**config.mk**
```make
export PLATFORM = sky130hd
export DESIGN_NAME = tim_arbiter
export DESIGN_NICKNAME = d
export VERILOG_FILES = /design/src/rtl/tim_arb_wires.sv /design/src/rtl/tim_arb_buf.sv /design/src/rtl/tim_arbiter.sv
export SDC_FILE = /design/constraint.sdc
export NUM_CORES = 1
export LEC_CHECK = 0
export BUFFER_PORTS_ARGS = -buffer_cell sky130_fd_sc_hd__buf_2
export CORE_MARGIN = 2
export CORE_UTILIZATION = 49
export DETAILED_ROUTE_END_ITERATION = 10
export PLACE_DENSITY = 0.86
export SLEW_MARGIN = 10
export SYNTH_ARGS = -nofsm -noshare
export SYNTH_HDL_FRONTEND = slang
export SYNTH_SLANG_ARGS = --single-unit
```
**constraint.sdc**
```tcl
create_clock -name clock -period 5.55 [get_ports clock]
set_clock_uncertainty 0.05 [all_clocks]
set_input_delay 1.11 -clock clock [delete_from_list [all_inputs] [get_ports clock]]
set_output_delay 1.11 -clock clock [all_outputs]
set_load 0.01 [all_outputs]
```
**src/rtl/tim_arb_wires.sv**
```systemverilog
// Shared types for the TIM two-master arbiter: request bundle and port select.
package tim_arb_wires;

    typedef struct packed {
        logic        valid;
        logic        instr;
        logic [31:0] addr;
        logic [31:0] wdata;
        logic [3:0]  wstrb;
    } tim_arb_req_type;

    localparam tim_arb_req_type init_tim_arb_req = '0;

    typedef enum logic {
        PORT_I = 1'b0,
        PORT_D = 1'b1
    } port_sel_type;

endpackage

```
**src/rtl/tim_arb_buf.sv**
```systemverilog
// One-entry holder for a request that lost arbitration; clear wins over load.
module tim_arb_buf
    import tim_arb_wires::*;
(
    input  logic            clock,
    input  logic            reset,
    input  logic            load,
    input  logic            clear,
    input  tim_arb_req_type req,
    output logic            occupied,
    output tim_arb_req_type req_out
);

    tim_arb_req_type held;

    always_ff @(posedge clock) begin
        if (!reset) begin
            held <= init_tim_arb_req;
        end else if (clear) begin
            held <= init_tim_arb_req;
        end else if (load) begin
            held <= req;
        end
    end

    assign occupied = held.valid;
    assign req_out  = held;

endmodule

```
**src/rtl/tim_arbiter.sv**
```systemverilog
// Merges fetch and load/store ports onto the single-ported TIM and steers
// each one-cycle-later response back to the port that issued the request.
module tim_arbiter
    import tim_arb_wires::*;
#(
    parameter logic fair = 1'b1
) (
    input  logic        clock,
    input  logic        reset,
    input  logic        imem_valid,
    input  logic [31:0] imem_addr,
    output logic [31:0] imem_rdata,
    output logic        imem_ready,
    input  logic        dmem_valid,
    input  logic [31:0] dmem_addr,
    input  logic [31:0] dmem_wdata,
    input  logic [3:0]  dmem_wstrb,
    output logic [31:0] dmem_rdata,
    output logic        dmem_ready,
    output logic        tim_valid,
    output logic        tim_instr,
    output logic [31:0] tim_addr,
    output logic [31:0] tim_wdata,
    output logic [3:0]  tim_wstrb,
    input  logic [31:0] tim_rdata,
    input  logic        tim_ready
);

    tim_arb_req_type live_i, live_d, pend_i, pend_d, cand_i, cand_d, gnt;
    logic            occ_i, occ_d, conflict, grant_i, grant_d;
    logic            owner_valid, owner_is_instr;
    port_sel_type    last_grant;

    always_comb begin
        live_i       = init_tim_arb_req;
        live_i.valid = imem_valid;
        live_i.instr = 1'b1;
        live_i.addr  = imem_addr;

        live_d       = init_tim_arb_req;
        live_d.valid = dmem_valid;
        live_d.addr  = dmem_addr;
        live_d.wdata = dmem_wdata;
        live_d.wstrb = dmem_wstrb;
    end

    // A held entry shadows any live valid on the same port.
    assign cand_i   = occ_i ? pend_i : live_i;
    assign cand_d   = occ_d ? pend_d : live_d;
    assign conflict = cand_i.valid & cand_d.valid;

    always_comb begin
        grant_d = cand_d.valid;
        if (conflict) begin
            grant_d = fair ? (last_grant == PORT_I) : 1'b1;
        end
        grant_i = cand_i.valid & ~grant_d;
    end

    always_comb begin
        gnt = init_tim_arb_req;
        if (grant_d) begin
            gnt = cand_d;
        end else if (grant_i) begin
            gnt = cand_i;
        end
    end

    assign tim_valid = gnt.valid;
    assign tim_instr = grant_i;
    assign tim_addr  = gnt.addr;
    assign tim_wdata = grant_i ? 32'd0 : gnt.wdata;
    assign tim_wstrb = grant_i ? 4'd0 : gnt.wstrb;

    tim_arb_buf u_buf_i (
        .clock    (clock),
        .reset    (reset),
        .load     (imem_valid & ~occ_i & ~grant_i),
        .clear    (occ_i & grant_i),
        .req      (live_i),
        .occupied (occ_i),
        .req_out  (pend_i)
    );

    tim_arb_buf u_buf_d (
        .clock    (clock),
        .reset    (reset),
        .load     (dmem_valid & ~occ_d & ~grant_d),
        .clear    (occ_d & grant_d),
        .req      (live_d),
        .occupied (occ_d),
        .req_out  (pend_d)
    );

    // Round-robin memory only advances on an actual conflict.
    always_ff @(posedge clock) begin
        if (!reset) begin
            last_grant <= PORT_I;
        end else if (conflict) begin
            last_grant <= grant_d ? PORT_D : PORT_I;
        end
    end

    always_ff @(posedge clock) begin
        if (!reset) begin
            owner_valid    <= 1'b0;
            owner_is_instr <= 1'b0;
        end else begin
            owner_valid    <= tim_valid;
            owner_is_instr <= tim_instr;
        end
    end

    assign imem_ready = tim_ready & owner_valid & owner_is_instr;
    assign dmem_ready = tim_ready & owner_valid & ~owner_is_instr;
    assign imem_rdata = (owner_valid & owner_is_instr)  ? tim_rdata : 32'd0;
    assign dmem_rdata = (owner_valid & ~owner_is_instr) ? tim_rdata : 32'd0;

endmodule

```
==> results of run 1 <==
[cells in the mapped netlist]
cell type / n / area, sq um
a22o_1: 68 / 596
o21ai_0: 2 / 10.0
o311a_1: 1 / 10.0
and2_1: 33 / 206
clkbuf_2: 1 / 5.00
o211ai_2: 1 / 12.5
dfxtp_1: 105 / 2100
o21a_1: 1 / 7.51
buf_2: 22 / 110
or2_2: 1 / 6.26
clkbuf_1: 21 / 78.8
or3_1: 2 / 12.5
and3_1: 33 / 206
o2bb2ai_1: 32 / 280
o32ai_4: 1 / 27.5
mux2i_1: 100 / 1000
buf_4: 8 / 60.1
nor2b_1: 4 / 25.0
nor2_2: 2 / 12.5
inv_1: 3 / 11.3
a22oi_1: 32 / 240
nor2_1: 41 / 154
nand2_1: 1 / 3.75
buf_1: 2 / 7.51
a21oi_1: 2 / 10.0
[where the power goes]
part	internal (mW)	total, mW	leakage [nW]	switching (mW)
sequential	0.778	0.801	0.852	0.0225
combinational	0.148	0.335	2.31	0.187
clock	0.172	0.450	0.0976	0.278
total	1.10	1.59	3.26	0.488
[stage by stage]
stage | area, sq um | worst slack [ps]
final | 6740 | 1460
after global routing | 6740 | 1380
after CTS | 6720 | 1450
after detailed placement | 6540 | 1460
after global placement | 6540 | 1590
after floorplan | 5200 | 2260
[cell usage in the layout (no fill, tap or decap), drive strengths merged]
| master | instances |
|---|---|
| buf | 279 |
| dfxtp | 105 |
| mux2i | 100 |
| a22o | 68 |
| nor2 | 43 |
| and2 | 33 |
| and3 | 33 |
| a22oi | 32 |
| o2bb2ai | 32 |
| clkbuf | 9 |
| inv | 7 |
| diode | 5 |
| nor2b | 4 |
| clkinv | 3 |
| or3 | 2 |
| o21ai | 2 |
| a21oi | 2 |
| o21a | 1 |
| or2 | 1 |
| nand2 | 1 |
| o211ai | 1 |
| o32ai | 1 |
| o311a | 1 |
[registers in the layout, summed over array words and instances (netlist names)]
name              count
owner_valid           1
owner_is_instr        1
u_buf_d.req_out      68
u_buf_i.occupied      1
u_buf_i.req_out      32
u_buf_d.occupied      1
last_grant            1
[cells by family (layout without fill, tap and decap cells)]
family | count (synthesis) | after routing | synth area share, %
AOI/OAI and AO/OA | 140 | 140 | 23.0
buffers and inverters | 57 | 298 | 5.25
DFF | 105 | 105 | 40.5
muxes | 100 | 100 | 19.3
other | 0 | 5 | 0
and+or+nand+nor | 117 | 117 | 12.1
[final cells by class]
cell class | count | share of cell area (%)
Multi-Input combinational cell | 357 | 42.1
Clock buffer | 9 | 1.84
Inverter | 3 | 0.167
Timing Repair Buffer | 279 | 21.0
Antenna cell | 5 | 0.186
Sequential cell | 105 | 31.3
Clock inverter | 7 | 0.910
Tap cell | 136 | 2.53
[worst min path at each step]
stage / to / depth (start not counted)
floorplan: u_buf_i.req_out[36]$_SDFFE_PP0P_ / 1
global placement: u_buf_i.req_out[67]$_SDFFE_PP0P_ / 1
detailed placement: u_buf_i.req_out[63]$_SDFFE_PP0P_ / 1
CTS: u_buf_i.req_out[63]$_SDFFE_PP0P_ / 1
global route: u_buf_i.req_out[61]$_SDFFE_PP0P_ / 1
finish: u_buf_i.req_out[63]$_SDFFE_PP0P_ / 1
[per-layer routing]
metal / global-route usage (%) / share of wire, % / vias to the layer above
met3: 5.96 / 6.5 / 31
met2: 48.4 / 51 / 218
li1: - / - / 2411
met1: 31.6 / 39 / 2440
met4: 14.0 / 3.2 / 0
met5: 0 / 0 / -
==> flow_summary.yaml, run 1 <==
status:
  outcome: "completed"
clocking:
  cts.reportedPaths.clkPinSlew_ps: 110
  cts_tree: "built"
  cts_hold_buf: 0
  post_cts_buffers: 0
  clock-sinks: 105
  cts_made_buffers: 9
  cts_root_buffer: "clkbuf_8"
  htreeDepth: 3
  cts-resized-gates: 0
  insertion_delay_ps: 350
  clockBufferDepth: 2
place:
  numPortBuffers: 272
  hpwl_um: 12100
  gp_congestion: 0.955
  dp.cells: 880
critical_path:
  cp_top_family: "buffers and inverters"
  max_stage_delay_ps: 650
  worstRegToRegCells: 5
  worstSetupStartpointType: "input pin"
  crit_path_cell_trace: "buf_2, o21a_1, nor2_4, buf_4, mux2i_1, buf_2"
  worstPathMaxFanout: 22
  reg2reg_slack_ps: 2530
  crit_cells: 6
  endpoint: "tim_addr[24]"
  required_ps: 4390
  crit_type: "input pin to output pin"
  crit_buf_inv: 3
  cp_slowest_cell: "nor2_4"
  reg2reg_from: "u_buf_d.occupied$_SDFFE_PP0P_"
  crit_path_end_kind: "output pin"
  r2r-end: "u_buf_d.req_out[27]$_SDFFE_PP0P_"
  worstPathArrival_ps: 2930
  cp_common_cell: "buf_2"
  startpoint: "imem_valid"
layout:
  syn2layout_area_growth_pct: 29.6
  drive_above_1_share_pct: 40.0
  stdcell_count: 901
  fin_util_pct: 65.3
  multi_input_area_sq_um: 2840
  regArea_sq_um: 2110
  n_fill_cell: 832
  fin_nets: 892
sta:
  drv_slew: 0
  finalCriticalPeriod_ps: 4090
  rsz0062_at_grt: "false"
  max_slew_margin_pct: 23.4
  tns_ps: 0
  tightestPinTransition_ps: 1150
  fmax_ghz: 0.244
  finalHoldViolCount: 0
  fin_crit_sh_pct: 73.7
  setup_violations: 0
  whs_ps: 426
floorplanning:
  fp.dieW_um: 107
  die-area_sq_um: 11400
  coreArea_sq_um: 10300
  core.rowCount: 37
  die_y_um: 107
  io_pins: 273
  start_util_pct: 50.3
route:
  wl_per_cell_um: 18.3
  antenna_left: 0
  first_pass_iters: 6
  drt_iter0_markers: 490
  drc_errors: 0
  vias: 5100
  viasPerCell: 5.66
  wl_um: 16500
run:
  max-cap-violations: 0
power:
  p_leak_nw: 3.26
  p_total_mw: 1.59
  irDropWorstVdd_mv: 0.154
  power.density_nw_per_um2: 235
global_route:
  antenna_found_initial: 5
  first_global_vias: 4963
  grt_pass1_wl_um: 25200
  grt_max_degree: 58
  grtUsageTotal_pct: 27.6
  overflow: 0
logic_synthesis:
  yosysWarnings: 0
  syn_avg_cell_area_sq_um: 10.0
  yosysUniqueCellTypes: 25
  postSynthCellCount: 519
  syn-cell-area_sq_um: 5200
  ys_ff_latch: 105
  syn_nets: 656
  ys_seq_area_share_pct: 40.5
min_path:
  holdCritPathClass: "flop to flop"
  hp-start: "u_buf_i.req_out[63]$_SDFFE_PP0P_"
(Power assumes the default switching activity.)
==> run 2, diff against run 1 <==
- CORE_UTILIZATION: 49 -> 46
- PLACE_DENSITY: 0.86 -> 0.81
- clock period: 5.55 -> 4.1 ns (I/O delays scaled with it)
==> flow_summary.yaml, run 2 (synthesis gave the netlist of run 1 again) <==
route:
  drc_errors: 0
  viasPerCell: 5.58
  antenna_left: 0
  drt_iter0_markers: 288
  vias: 5038
  wl_per_cell_um: 17.2
  wl_um: 15600
  first_pass_iters: 5
sta:
  whs_ps: 417
  drv_slew: 0
  tightestPinTransition_ps: 1150
  tns_ps: 0
  finalCriticalPeriod_ps: 3240
  setup_violations: 0
  max_slew_margin_pct: 23.0
  finalHoldViolCount: 0
  fmax_ghz: 0.308
  fin_crit_sh_pct: 79.1
  rsz0062_at_grt: "false"
  layout_setup_ws_ps: 858
critical_path:
  worstPathMaxFanout: 27
  crit_path_cell_trace: "nor2_2, nor2_4, buf_12, mux2i_1, buf_2"
  required_ps: 3230
  crit_buf_inv: 2
  worstPathArrival_ps: 2370
  crit_path_end_kind: "output pin"
  cp_top_family: "simple AND/OR/NAND/NOR gates"
  crit_type: "flop to output pin"
  worstSetupStartpointType: "flop"
  max_stage_delay_ps: 660
  cp_slowest_cell: "dfxtp_4"
clocking:
  clock-sinks: 105
  cts_made_buffers: 9
  insertion_delay_ps: 340
  cts-resized-gates: 0
  post_cts_buffers: 0
  clockBufferDepth: 2
  cts_tree: "built"
  cts_hold_buf: 0
  htreeDepth: 3
  cts_root_buffer: "clkbuf_16"
  cts.reportedPaths.clkPinSlew_ps: 70
layout:
  postLayoutCellArea_sq_um: 6850
  fin_nets: 893
  final_common_cell: "buf_2"
  drive_above_1_share_pct: 39.9
  mostFrequentLayoutCells: "272 x buf_2, 104 x dfxtp_1, 100 x mux2i_1"
  largest_register_ffs: 68
  syn2layout_area_growth_pct: 31.9
place:
  numPortBuffers: 272
  gp_congestion: 0.837
  placed_area_sq_um: 6560
  hpwl_um: 11300
  dp_slack_ps: 893
floorplanning:
  fp.dieW_um: 110
  coreArea_sq_um: 10900
  die_y_um: 110
  io_pins: 273
  core.rowCount: 38
  start_util_pct: 47.5
  die-area_sq_um: 12200
global_route:
  antenna_found_initial: 2
  first_global_vias: 4689
  overflow: 0
  grt_max_degree: 69
  grtUsageTotal_pct: 24.1
  grt_pass1_wl_um: 23100
min_path:
  holdCritPathClass: "flop to flop"
power:
  p_leak_nw: 3.31
  irDropWorstVdd_mv: 0.208
  power.density_nw_per_um2: 346
run:
  max-cap-violations: 0
status:
  outcome: "completed"
[run 2: cell count changes in the layout (fill, tap and decap cells not counted), sizes merged]
cell      previous run  this run
diode                5         2
clkinv               3         1
buf                279       280
clkbuf               9        10
clkinvlp             0         1
[run 2: final cells by class]
type	count	area, sq um
clock buffer	10	239
antenna	2	5.00
tap	140	175
sequential	105	2110
multi-input combinational	357	2840
clock inverter	6	47.5
timing repair buffer	280	1430
inverter	3	11.3
fill	927	4080
[run 2: metal layers]
metal  part of all wire (%)  track usage (%)  vias to the layer above
li1                       -                -                     2414
met1                     42             29.6                     2418
met2                     51             42.1                      188
met3                    5.8             4.35                       18
met4                    1.8             9.02                        0
met5                      0                0                        -
[run 2: per-stage QoR]
stage	utilization (%)	cells	total power, mW
floorplan	-	519	1.36
global placement	60.0	885	1.55
detailed placement	60.0	885	1.56
CTS	62.6	901	2.39
global route	62.7	903	2.47
finish	62.7	903	2.37
[run 2: path summary, 6_finish.rpt]
path,slack (ps),startpoint,endpoint,cells past startpoint
setup / recovery,860,u_buf_d.occupied$_SDFFE_PP0P_,tim_addr[16],5
hold / removal,420,u_buf_i.req_out[50]$_SDFFE_PP0P_,u_buf_i.req_out[50]$_SDFFE_PP0P_,1
setup reg to reg,1550,u_buf_i.occupied$_SDFFE_PP0P_,u_buf_d.req_out[59]$_SDFFE_PP0P_,5
hold reg to reg,420,u_buf_i.req_out[50]$_SDFFE_PP0P_,u_buf_i.req_out[50]$_SDFFE_PP0P_,1
[run 2: power breakdown]
| group | internal, mW | switching, mW |
|---|---|---|
| Clock | 0.437 | 0.398 |
| Combinational | 0.203 | 0.254 |
| Sequential | 1.05 | 0.0300 |
